[config.mk]
export PLATFORM = sky130hd
export DESIGN_NAME = fetch_queue
export DESIGN_NICKNAME = d
export VERILOG_FILES = /design/src/rtl/fetch_pkg.sv /design/src/rtl/fq_mem.sv /design/src/rtl/fetch_queue.sv
export SDC_FILE = /design/constraint.sdc
export NUM_CORES = 1
export LEC_CHECK = 0
export CAP_MARGIN = 10
export CORE_MARGIN = 8
export CORE_UTILIZATION = 43
export CTS_BUF_LIST = sky130_fd_sc_hd__clkbuf_8
export DETAILED_ROUTE_END_ITERATION = 16
export PLACE_DENSITY = 0.74
export SYNTH_ARGS = -nofsm -noshare
export SYNTH_HDL_FRONTEND = slang
export SYNTH_SLANG_ARGS = --single-unit
[constraint.sdc]
create_clock -name clk_i -period 3.1 [get_ports clk_i]
set_input_delay 0.31 -clock clk_i [delete_from_list [all_inputs] [get_ports clk_i]]
set_output_delay 0.31 -clock clk_i [all_outputs]
set_load 0.01 [all_outputs]
[src/rtl/fetch_pkg.sv]
// Shared fetch/decode definitions: reset PC, the canonical NOP, and the
// {pc, inst} pair that travels from fetch to decode.
package fetch_pkg;

  localparam logic [31:0] NOP_INST = 32'h0000_0013;
  localparam logic [31:0] RESET_PC = 32'h0000_0000;

  typedef struct packed {
    logic [31:0] pc;
    logic [31:0] inst;
  } fq_entry_t;

endpackage

[src/rtl/fq_mem.sv]
// Unreset register array for the fetch queue: one synchronous write port and
// one asynchronous read port.
module fq_mem #(
  parameter int unsigned DEPTH = 4,
  parameter int unsigned WIDTH = 64,
  parameter int unsigned AW    = $clog2(DEPTH)
) (
  input  logic             clk_i,
  input  logic             we_i,
  input  logic [AW-1:0]    waddr_i,
  input  logic [WIDTH-1:0] wdata_i,
  input  logic [AW-1:0]    raddr_i,
  output logic [WIDTH-1:0] rdata_o
);

  logic [WIDTH-1:0] r_mem [DEPTH];

  always_ff @(posedge clk_i) begin
    if (we_i) r_mem[waddr_i] <= wdata_i;
  end

  assign rdata_o = r_mem[raddr_i];

endmodule

[src/rtl/fetch_queue.sv]
// First-word-fall-through queue between fetch and decode, with a one-cycle
// flush for branch/jump redirects.
module fetch_queue
  import fetch_pkg::*;
#(
  parameter int unsigned DEPTH  = 4,
  parameter int unsigned PC_W   = 32,
  parameter int unsigned INST_W = 32
) (
  input  logic                     clk_i,
  input  logic                     rst_i,
  input  logic                     flush_i,
  input  logic                     push_valid_i,
  output logic                     push_ready_o,
  input  logic [PC_W-1:0]          push_pc_i,
  input  logic [INST_W-1:0]        push_inst_i,
  output logic                     pop_valid_o,
  input  logic                     pop_ready_i,
  output logic [PC_W-1:0]          pop_pc_o,
  output logic [INST_W-1:0]        pop_inst_o,
  output logic [$clog2(DEPTH):0]   count_o
);

  localparam int unsigned AW = $clog2(DEPTH);
  localparam int unsigned CW = AW + 1;
  localparam int unsigned DW = PC_W + INST_W;

  logic [AW-1:0] r_wptr;
  logic [AW-1:0] r_rptr;
  logic [CW-1:0] r_count;
  logic          w_push;
  logic          w_pop;
  logic          w_we;
  logic [DW-1:0] w_rdata;

  // Ready/valid come from registered count only: a full queue refuses a push
  // even if a pop fires in the same cycle.
  assign push_ready_o = (r_count != CW'(DEPTH));
  assign pop_valid_o  = (r_count != '0);
  assign count_o      = r_count;

  assign w_push = push_valid_i && push_ready_o;
  assign w_pop  = pop_valid_o && pop_ready_i;
  assign w_we   = w_push && !flush_i && !rst_i;

  fq_mem #(
    .DEPTH (DEPTH),
    .WIDTH (DW),
    .AW    (AW)
  ) u_mem (
    .clk_i   (clk_i),
    .we_i    (w_we),
    .waddr_i (r_wptr),
    .wdata_i ({push_pc_i, push_inst_i}),
    .raddr_i (r_rptr),
    .rdata_o (w_rdata)
  );

  always_ff @(posedge clk_i) begin
    if (rst_i || flush_i) begin
      r_wptr  <= '0;
      r_rptr  <= '0;
      r_count <= '0;
    end else begin
      if (w_push) r_wptr <= r_wptr + AW'(1);
      if (w_pop)  r_rptr <= r_rptr + AW'(1);
      case ({w_push, w_pop})
        2'b10:   r_count <= r_count + CW'(1);
        2'b01:   r_count <= r_count - CW'(1);
        default: r_count <= r_count;
      endcase
    end
  end

  // Storage is unreset, so the head is masked to zero while empty.
  always_comb begin
    pop_pc_o   = '0;
    pop_inst_o = '0;
    if (pop_valid_o) begin
      pop_pc_o   = w_rdata[DW-1:INST_W];
      pop_inst_o = w_rdata[INST_W-1:0];
    end
  end

endmodule

Word-level counts from Yosys, hierarchy flattened
Memory sizes are Yosys's and may differ from the RTL's. A register that Yosys moved wholly into a read port is not among the register bits.
Cells that the tools add are included.
Widths: inputs -> output; s select.
{"block": "word_totals", "ff_bits": 7, "latch_bits": 0, "mem_bits_rw": 256, "rom_bits": 0, "input_bits": 69, "out_inout_bits": 69, "elab_cells": 27, "n_memories": 1}
{"name": "u_mem.r_mem", "words": 4, "word_bits": 64, "rd": 1, "rd_clocked_by_memory_dff": 1, "wr": 1, "line_no": "fq_mem.sv:16", "text": "logic [WIDTH-1:0] r_mem [DEPTH];"}
{"block": "classes", "n_addsub": 4, "mul": 0, "div_mod_pow": 0, "order_cmp": 0, "eq_ne": 3, "n_shift": 0, "muxes": 7, "bitwise": 0, "n_reduce_logical": 9}
{"cell": "$mux 32", "count": 2}
{"cell": "$pmux 3 s2", "count": 1}
{"cell": "$add 2x1->2 const B", "count": 2}
{"cell": "$logic_and 1x1->1", "count": 4}
{"cell": "$mux 2", "count": 2}
{"cell": "$add 3x1->3 const B", "count": 1}
{"cell": "$ne 3x3->1 const B", "count": 1}
{"cell": "$reduce_bool 3->1", "count": 1}
{"cell": "$sub 3x1->3 const B", "count": 1}
{"cell": "$eq 2x1->1 const B", "count": 1}
{"cell": "$eq 2x2->1 const B", "count": 1}
{"cell": "$logic_not 1->1", "count": 2}
{"cell": "$mux 1", "count": 2}
{"cell": "$reduce_bool 2->1", "count": 1}
{"cell": "$logic_or 1x1->1", "count": 1}

Longest topological paths before layout
Gate-level depths: netlist of the first run.
{"block": "depth", "ltp_word": 6, "depth_mapped": 10, "depth_no_buf": 9}

Hierarchy
A second synthesis of the first run with hierarchy kept.
{"block": "unflattened", "hier_cells": 452, "hier_area_um2": 10167.3}
{"mod": "fq_mem", "instances": 1, "cells_each": 338, "area_per_inst_um2": 9341.5, "seq_area_each_um2": 7687.4}
{"mod": "fetch_queue", "instances": 1, "cells_each": 114, "area_per_inst_um2": 825.8, "seq_area_each_um2": 140.1}

Worst setup path before layout of the first run
Ideal clock, no wire load.
{"block": "synth_timing", "path_kind": "register to register", "startpoint": "reg r_count[2] (netlist: count_o[2])", "endpoint": "reg r_count[2] (netlist: count_o[2])", "setup_ns": 0.070, "arrival_ns": 2.421, "t_required_ns": 3.030, "path_slack_ns": 0.609, "stages_incl_launch_ff": 11, "n_path_buf": 1, "period_less_slack_ns": 2.491, "cell_sequence": "dfxtp_1 > or3b_4 > and2_4 > buf_6 > inv_1 > ha_1 > inv_1 > fa_1 > xor2_1 > or3_2 > a21oi_1"}
{"block": "synth_via", "elab_chain_cells": 4, "elab_cells_between_ends": 10, "classes_between": "add/sub (2); eq/ne (3); mux (1); reduce/logical (4)"}
{"item": "start: declaration", "line_no": "fetch_queue.sv:30", "text": "logic [CW-1:0] r_count;"}
{"item": "start signal: assignment", "line_no": "fetch_queue.sv:68", "text": "2'b10: r_count <= r_count + CW'(1);"}
{"item": "start signal: assignment", "line_no": "fetch_queue.sv:69", "text": "2'b01: r_count <= r_count - CW'(1);"}
{"item": "start signal: assignment", "line_no": "fetch_queue.sv:70", "text": "default: r_count <= r_count;"}
{"item": "$ne 3x3->1 *", "line_no": "fetch_queue.sv:38", "text": "assign push_ready_o = (r_count != CW'(DEPTH));"}
{"item": "net push_ready_o", "line_no": "fetch_queue.sv:14", "text": "output logic push_ready_o,"}
{"item": "$logic_and 1x1->1 *", "line_no": "fetch_queue.sv:42", "text": "assign w_push = push_valid_i && push_ready_o;"}
{"item": "$eq 2x1->1 or $eq 2x2->1 (tied branches)", "line_no": "fetch_queue.sv:67", "text": "case ({w_push, w_pop})"}
{"item": "$pmux 3 s2 or $reduce_bool 2->1 (tied branches)"}
The timed path passes the listed nets; every way through them passes the cells marked *.
A chain may end at the register's enable or synchronous reset.

==> results of run 1 <==
[power by group]
part	switching, mW	leakage, nW	total [mW]	internal, mW
Sequential	0.0146	2.39	3.98	3.97
Clock	1.23	0.401	2.53	1.30
Combinational	0.194	1.25	0.442	0.248
[per-layer routing]
layer  part of all wire (%)  wire length [um]
met3                    6.6              1336
met2                     52             10550
met5                  0.089                18
met1                     39              7913
met4                    2.3               469
[final cells by class]
cell class / count / area [sq um]
clock buffer: 44 / 605.6
multi-input combinational: 164 / 2143
tap: 319 / 399.1
sequential: 265 / 7875
fill: 1749 / 10610
inverter: 7 / 26.28
timing repair buffer: 151 / 1572
clock inverter: 25 / 101.3
[worst max-delay path, stage by stage (launching register included)]
cell and delay, ns:
dfxtp_4 0.54, buf_4 0.31, mux4_2 0.53, and2_1 0.17, clkdlybuf4s50_1 0.49
[sequential cells by signal, indices dropped and copies added (netlist names), named ones only]
name         flops
count_o          3
u_mem.r_mem    256
r_wptr           2
r_rptr           2
[repair_timing]
| item | CTS | global route |
|---|---|---|
| setup endpoints to repair | 43 | 0 |
| endpoints found under the hold margin | 0 | 0 |
| buffers inserted | 1 | 0 |
| resized for setup | 1 | 0 |
[cells by family (layout without fill, tap and decap cells)]
group | Yosys count | after routing | synth area share (%)
AOI/OAI and AO/OA | 6 | 6 | 0.4304
xor gates and xnor gates | 4 | 4 | 0.3443
adders and majority gates | 6 | 6 | 0.8117
buffers and inverters | 30 | 227 | 1.796
DFF | 265 | 265 | 77.33
muxes | 65 | 65 | 14.27
and+or+nand+nor | 83 | 83 | 5.018
[worst max-delay path by stage]
stage,cells after the start,slack (ns),from,endpoint
floorplan,10,0.61,count_o[2],count_o[2]
global placement,3,0.55,count_o[0],pop_inst_o[12]
detailed placement,3,0.50,count_o[0],pop_pc_o[21]
CTS,4,0.13,flip-flop,pop_inst_o[10]
global route,4,0.09,flip-flop,pop_inst_o[10]
finish,4,0.23,flip-flop,pop_inst_o[10]
[stage by stage]
step | hold WS (ns) | cells
floorplan | 0.4089 | 459
global placement | 0.4785 | 905
detailed placement | 0.5158 | 905
CTS | 0.3809 | 975
global route | 0.3960 | 975
finish | 0.4107 | 975
[cells in the final DEF (no fill, tap or decap), drive strengths merged]
master,synthesis,final
fa,1,1
o311ai,1,1
clkbuf,9,44
clkinv,0,14
nand2,2,2
clkdlybuf4s50,0,137
buf,14,14
dfxtp,9,9
or3,2,2
ha,5,5
mux2i,1,1
o21ai,1,1
and2,65,65
mux4,64,64
a21oi,2,2
o31ai,2,2
inv,7,18
or2,1,1
edfxtp,256,256
and3,4,4
nand4,1,1
nor2,7,7
or3b,1,1
xor2,4,4
==> results.json, run 1 <==
{
  "p_total_mw": 6.953,
  "syn_area_per_cell_sq_um": 22.16,
  "clockBufferDepth": 3,
  "status": "finished, final reports clean",
  "critPathMaxFanout": 12,
  "drive_above_1_share_pct": 20.88,
  "routedWlPerCell_um": 20.80,
  "grt_pass1_vias": 5633,
  "yosysTopAreaCell": "edfxtp_1",
  "tightest_slew_ns": 0.6822,
  "placementRows": 56,
  "hpwl_um": 12590,
  "grt.total_usage_pct": 14.30,
  "io_buffers": 137,
  "setup_tns_ns": 0,
  "report.final.setup_viol": 0,
  "slew_headroom_pct": 54.52,
  "vias": 4990,
  "area_growth_pct": 25.05,
  "place_congestion": 0.7022,
  "synth_cell_types": 27,
  "r2r_slack_ns": 0.55,
  "start_kind": "flip-flop",
  "p_leak_nw": 4.037,
  "hold_class": "in -> reg",
  "routed_wl_um": 20280,
  "ys_seq_area_share_pct": 77.33,
  "worstHoldStart": "push_valid_i",
  "synth_top_area_share_pct": 75.56,
  "drc": 0,
  "cts_tree": "yes",
  "met2_usage_pct": 25.08,
  "top_usage_layer": "met2",
  "pre_cts_ws_ns": 0.5049,
  "cp.arrival_ns": 2.56,
  "rsz0062_at_grt": "false",
  "vdd_drop_max_mv": 0.2602,
  "r2r_end": "count_o[2]",
  "slew_violations": 0,
  "clock-root-buffer": "clkbuf_8",
  "antenna_left": 0,
  "die_height_um": 169.8,
  "clk_pin_slew_worst_paths_ns": 0.06,
  "start_util_pct": 43.60,
  "ys.warnings.count": 0,
  "firstDrtPassIters": 4,
  "final_core_util_pct": 54.53,
  "io_pins": 138,
  "clkLatencyLatePin_ns": 0.52,
  "critical_path_class": "reg -> out",
  "design_area_sq_um": 12720,
  "fin_skew_ns": 0.01308,
  "synthFlopType": "edfxtp_1",
  "synth.most_common_cell": "edfxtp_1",
  "gr-total-overflow": 0,
  "grt_max_degree": 66,
  "power.density_nw_per_um2": 546.5,
  "ys_seq_elements": 265,
  "synth.cell_area_sq_um": 10170,
  "drt_iter0_drc": 307,
  "die_w_um": 169.8,
  "max-cap-violations": 0,
  "antenna_found_initial": 2,
  "r2r_cells": 9,
  "synth_common_cells": "edfxtp_1, and2_1, mux4_2",
  "r2r_start": "count_o[2]",
  "synth_edf_count": 256,
  "max_freq_mhz": 348.7,
  "min_period_over_period_pct": 92.51,
  "place_area_sq_um": 12000,
  "hold_depth": 3,
  "cts.hold.buffers_added": 0,
  "hold_viol_final": 0,
  "synth.area.top_cells": "edfxtp_1, mux4_2, and2_1",
  "setup_ws_ns": 0.2321,
  "syn-num-nets": 534,
  "cts_max_level": 2,
  "clock-sinks": 265,
  "cp-end-kind": "output pin",
  "period_needed_ns": 2.868,
  "gr-usage-met1_pct": 16.46,
  "final_nets": 706,
  "use_met3_pct": 4.240,
  "vias_per_cell": 5.118,
  "grt_pass1_wl_um": 31400,
  "synthCells": 459,
  "numCtsBuffers": 42,
  "min_to": "r_wptr[1]",
  "ys_async_sr_fraction_pct": 0,
  "dieArea_sq_um": 28840,
  "required_ns": 2.79,
  "antenna_cells": 0,
  "core_area_sq_um": 23330
}
Note: power is estimated with default switching activity, not from simulation.
==> inputs of run 2 (changes only) <==
--- a/config.mk
+++ b/config.mk
@@ -11,6 +11,8 @@
 export CTS_BUF_LIST = sky130_fd_sc_hd__clkbuf_8
 export DETAILED_ROUTE_END_ITERATION = 16
 export PLACE_DENSITY = 0.74
+export RECOVER_POWER = 50
+export SETUP_SLACK_MARGIN = 0.15
 export SYNTH_ARGS = -nofsm -noshare
 export SYNTH_HDL_FRONTEND = slang
 export SYNTH_SLANG_ARGS = --single-unit
==> run 2 against run 1 <==
Worst setup slack gained 0.076 ns. Critical path depth unchanged. Flip-flop and latch count unchanged. Routed wire length grew 0.12%. Clock skew rose by 0.0020 ns. Total power fell by 0.12%. Cell count up 0.51%. Non-clock buffer count increased by 3. Die area unchanged. Utilization increased by 0.080 points. Sequential share of layout area is 0.091 points lower. Largest cell class unchanged. Highest routed layer unchanged.
==> results.json, run 2 (synthesis results as in run 1) <==
{
  "start_kind": "flip-flop",
  "status": "finished, final reports clean",
  "critical_path_class": "reg -> out",
  "firstDrtPassIters": 4,
  "largest_reg_flops": 256,
  "required_ns": 2.79,
  "max-cap-violations": 0,
  "cp-end-kind": "output pin",
  "p_seq_share_pct": 57.3,
  "switchingPower_mw": 1.445,
  "placementRows": 56,
  "area_growth_pct": 25.24,
  "cts_max_level": 2,
  "vdd_drop_max_mv": 0.2589,
  "drc": 0,
  "cts_tree": "yes",
  "tightest_slew_ns": 0.8138,
  "slew_headroom_pct": 45.75,
  "max_freq_mhz": 358.2,
  "routed_wl_um": 20310,
  "mostFrequentLayoutCells": "edfxtp_1, clkdlybuf4s50_1, mux4_2, and2_1, dlygate4sd3_1",
  "min_period_over_period_pct": 90.06,
  "largest_register": "u_mem.r_mem",
  "setup_ws_ns": 0.3081,
  "hold_viol_final": 0,
  "clockBufferDepth": 3,
  "antenna_left": 0,
  "core_area_sq_um": 23330,
  "place_area_sq_um": 12000,
  "clkLatencyLatePin_ns": 0.52,
  "layout_commonest_cell": "edfxtp_1",
  "die_height_um": 169.8,
  "placedCellCount": 905,
  "gr-total-overflow": 0,
  "io_buffers": 137,
  "sw_frac_of_total_pct": 20.81,
  "fin_cells": 980,
  "die_w_um": 169.8,
  "pwr-share-comb_pct": 6.2,
  "cp.arrival_ns": 2.48,
  "report.final.setup_viol": 0,
  "start_util_pct": 43.60,
  "grt_pass1_vias": 5634,
  "routedWlPerCell_um": 20.72,
  "vias": 4981,
  "drive_above_1_share_pct": 20.94,
  "hpwl_um": 12590,
  "grt_pass1_wl_um": 31410,
  "setup_tns_ns": 0,
  "final_core_util_pct": 54.61,
  "fillers": 1747,
  "design_area_sq_um": 12740,
  "numCtsBuffers": 42,
  "io_pins": 138,
  "internal_power_mw": 5.499,
  "clk_pin_slew_worst_paths_ns": 0.06,
  "clock-root-buffer": "clkbuf_8",
  "antenna_found_initial": 4,
  "fin_skew_ns": 0.01512,
  "drt_iter0_drc": 296,
  "p_leak_nw": 4.068,
  "slew_violations": 0,
  "critPathMaxFanout": 20,
  "grt_max_degree": 66,
  "pre_cts_ws_ns": 0.5049,
  "dieArea_sq_um": 28840,
  "clock-sinks": 265,
  "period_needed_ns": 2.792,
  "final_nets": 709,
  "place_congestion": 0.7022,
  "power_frac_clock_pct": 36.5,
  "power.density_nw_per_um2": 545.0,
  "vias_per_cell": 5.083,
  "rsz0062_at_grt": "false",
  "grt.total_usage_pct": 14.30,
  "hold_class": "in -> reg"
}
-- run 2: changes by cell type in the layout (fill, tap and decap cells not counted) --
cell and delta:
buf_6 +1, and3_2 +2, diode_2 +2, dlygate4sd3_1 +64, and2_4 -1, or3b_4 -1, clkdlybuf4s50_1 -64, and3_4 -2
buf_4 +2, and2_0 +1, or3b_1 +1
-- run 2: per-stage QoR --
step / hold slack (ns) / power [mW]
floorplan: 0.4089 / 4.229
global placement: 0.4785 / 4.487
detailed placement: 0.5158 / 4.502
CTS: 0.3809 / 7.046
global route: 0.4119 / 7.212
finish: 0.4056 / 6.944
-- run 2: worst max-delay path: stages (launching register included) --
cell             delay, ns
dfxtp_4               0.56
buf_4                 0.37
mux4_2                0.36
and2_1                0.18
clkdlybuf4s50_1       0.48
-- run 2: layout make-up --
type	instances	area (sq um)	area share, %
inverter	7	26.28	0.2062
antenna	2	5.005	0.03928
timing repair buffer	154	1598	12.54
clock inverter	25	101.3	0.7954
tap	319	399.1	3.133
clock buffer	44	605.6	4.753
sequential	265	7875	61.81
multi-input combinational	164	2131	16.72
-- run 2: final timing paths --
| kind | startpoint | to | slack (ns) | cells past startpoint |
|---|---|---|---|---|
| max | flip-flop | pop_inst_o[20] | 0.31 | 4 |
| min | push_valid_i | r_wptr[1] | 0.41 | 3 |
| max reg2reg | count_o[2] | count_o[2] | 0.38 | 9 |
| min reg2reg | r_wptr[0] | r_wptr[0] | 0.54 | 2 |
-- run 2: repair_timing --
item,in CTS,in global routing
hold buffers,0,0
gates cloned,0,0
resized for setup,2,0
endpoints found under the setup margin,65,3
setup buffers,1,3
-- run 2: power by group through the flow --
| stage | Combinational [mW] | Clock (mW) | Sequential [mW] |
|---|---|---|---|
| final | 0.427 | 2.54 | 3.98 |
| after global placement | 0.434 | 0 | 4.05 |
| after detailed placement | 0.444 | 0 | 4.06 |
| after CTS | 0.451 | 2.61 | 3.98 |
| after floorplan | 0.176 | 0 | 4.05 |
| after global routing | 0.464 | 2.77 | 3.98 |
-- run 2: metal layers --
metal  vias to the layer above  track usage [%]  share of wire, %
li1                       2208                -                 -
met1                      2566            16.47                39
met2                       150            25.08                52
met3                        51            4.240               6.3
met4                         6            5.002               2.2
met5                         -                0              0.16
==> inputs of run 3 (changes only) <==
--- a/config.mk
+++ b/config.mk
@@ -6,6 +6,7 @@
 export NUM_CORES = 1
 export LEC_CHECK = 0
 export CAP_MARGIN = 10
+export CORE_ASPECT_RATIO = 1.25
 export CORE_MARGIN = 8
 export CORE_UTILIZATION = 43
 export CTS_BUF_LIST = sky130_fd_sc_hd__clkbuf_8
==> run 3 against run 2 <==
Clock power up 4%. Total power grew 1.6%. First-iteration DRC count shrank 23%. Largest cell class unchanged. Die area is 0.11% higher. Largest power group unchanged.
==> results.json, run 3 (synthesis results as in run 1) <==
{
  "vias": 4973,
  "drt_iter0_drc": 228,
  "min_period_over_period_pct": 87.72,
  "final_nets": 709,
  "multi_input_area_sq_um": 2127,
  "antenna_left": 0,
  "clock-sinks": 265,
  "vdd_drop_max_mv": 0.2488,
  "drc": 0,
  "clkLatencyLatePin_ns": 0.52,
  "period_needed_ns": 2.719,
  "placementRows": 63,
  "critPathMaxFanout": 20,
  "max_freq_mhz": 367.7,
  "cp_num_buf_inv": 2,
  "cp_slowest_cell": "mux4_2",
  "grt_pass1_vias": 5640,
  "fin_skew_ns": 0.02778,
  "io_pins": 138,
  "power.density_nw_per_um2": 552.5,
  "hold_class": "in -> reg",
  "cts_tree": "yes",
  "vias_per_cell": 5.191,
  "grt_pass1_wl_um": 30890,
  "critical_path_class": "reg -> out",
  "setup_ws_ns": 0.3807,
  "cts_max_level": 2,
  "pre_cts_ws_ns": 0.5819,
  "tightest_slew_ns": 0.8477,
  "area_growth_pct": 25.54,
  "rsz0062_at_grt": "false",
  "antenna_found_initial": 3,
  "die_w_um": 153.6,
  "cp_top_family": "buffers and inverters",
  "cp.arrival_ns": 2.41,
  "crit_chain": "buf_16 > mux4_2 > and2_1 > clkdlybuf4s50_1",
  "numCtsBuffers": 40,
  "antenna_cells": 0,
  "hold_viol_final": 0,
  "fin_cells": 958,
  "slowest_delay_ns": 0.56,
  "die_height_um": 188.0,
  "firstDrtPassIters": 4,
  "required_ns": 2.79,
  "grt.total_usage_pct": 13.70,
  "fillers": 1833,
  "grt_max_degree": 66,
  "status": "finished, final reports clean",
  "core_area_sq_um": 23490,
  "slew_headroom_pct": 43.48,
  "drive_above_1_share_pct": 21.77,
  "clockBufferDepth": 3,
  "report.final.setup_viol": 0,
  "dieArea_sq_um": 28870,
  "final_core_util_pct": 54.37,
  "mostFrequentLayoutCells": "edfxtp_1, clkdlybuf4s50_1, mux4_2, and2_1, dlygate4sd3_1",
  "clk_pin_slew_worst_paths_ns": 0.07,
  "slew_violations": 0,
  "setup_tns_ns": 0,
  "start_kind": "flip-flop",
  "gr-total-overflow": 0,
  "largest_register": "u_mem.r_mem",
  "max-cap-violations": 0,
  "cp-end-kind": "output pin",
  "p_leak_nw": 4.118,
  "routed_wl_um": 19890,
  "cts.hold.buffers_added": 0,
  "place_congestion": 0.6860,
  "placedCellCount": 878,
  "register_area_sq_um": 7875,
  "clock-root-buffer": "clkbuf_8",
  "start_util_pct": 43.31,
  "routedWlPerCell_um": 20.77,
  "layout_commonest_cell": "edfxtp_1",
  "io_buffers": 137,
  "hpwl_um": 12180,
  "largest_reg_flops": 256
}
==> run 3: report_power, final <==
| part | total (mW) | internal [mW] | switching (mW) |
|---|---|---|---|
| combinational | 0.427 | 0.234 | 0.193 |
| clock | 2.65 | 1.40 | 1.26 |
| sequential | 3.98 | 3.96 | 0.0134 |
==> run 3: metal layers <==
| metal | vias up | share of wire, % | global-route usage, % |
|---|---|---|---|
| met5 | - | 0.17 | 0 |
| met4 | 6 | 2.1 | 4.418 |
| met3 | 38 | 5.9 | 4.053 |
| met2 | 149 | 51 | 23.55 |
| met1 | 2572 | 40 | 16.26 |
| li1 | 2208 | - | - |
==> run 3: repair_timing <==
action                     in CTS  in global routing
cloned                          0                  1
setup endpoints to repair      65                 44
gates resized for setup         3                  1
setup buffers                   0                  5
==> run 3: path summary, 6_finish.rpt <==
path | slack [ns] | end | depth (start not counted) | from
worst min-delay path | 0.46 | r_wptr[1] | 3 | push_valid_i
worst min register to register | 0.51 | r_wptr[0] | 2 | r_wptr[0]
worst max register to register | 0.39 | count_o[2] | 9 | count_o[2]
worst max-delay path | 0.38 | pop_pc_o[22] | 4 | flip-flop
==> run 3: metrics by stage <==
stage / cell area, sq um / power, mW / hold slack (ns)
CTS: 12720 / 7.160 / 0.3817
detailed placement: 11950 / 4.499 / 0.5042
global placement: 11950 / 4.481 / 0.4757
finish: 12770 / 7.056 / 0.4563
floorplan: 10170 / 4.229 / 0.4089
global route: 12770 / 7.315 / 0.4369
==> run 3: area by class of cell <==
type                       count  area share (%)
sequential                   265           61.66
multi-input combinational    164           16.65
timing repair buffer         156           12.70
clock buffer                  44           4.741
tap                          292           2.861
clock inverter                30           1.185
inverter                       7          0.2057
==> run 3: tightest hold or removal path, stage by stage <==
cell and delay [ns]:
clkdlybuf4s50_1 0.43, nand4_1 0.11, o31ai_2 0.06
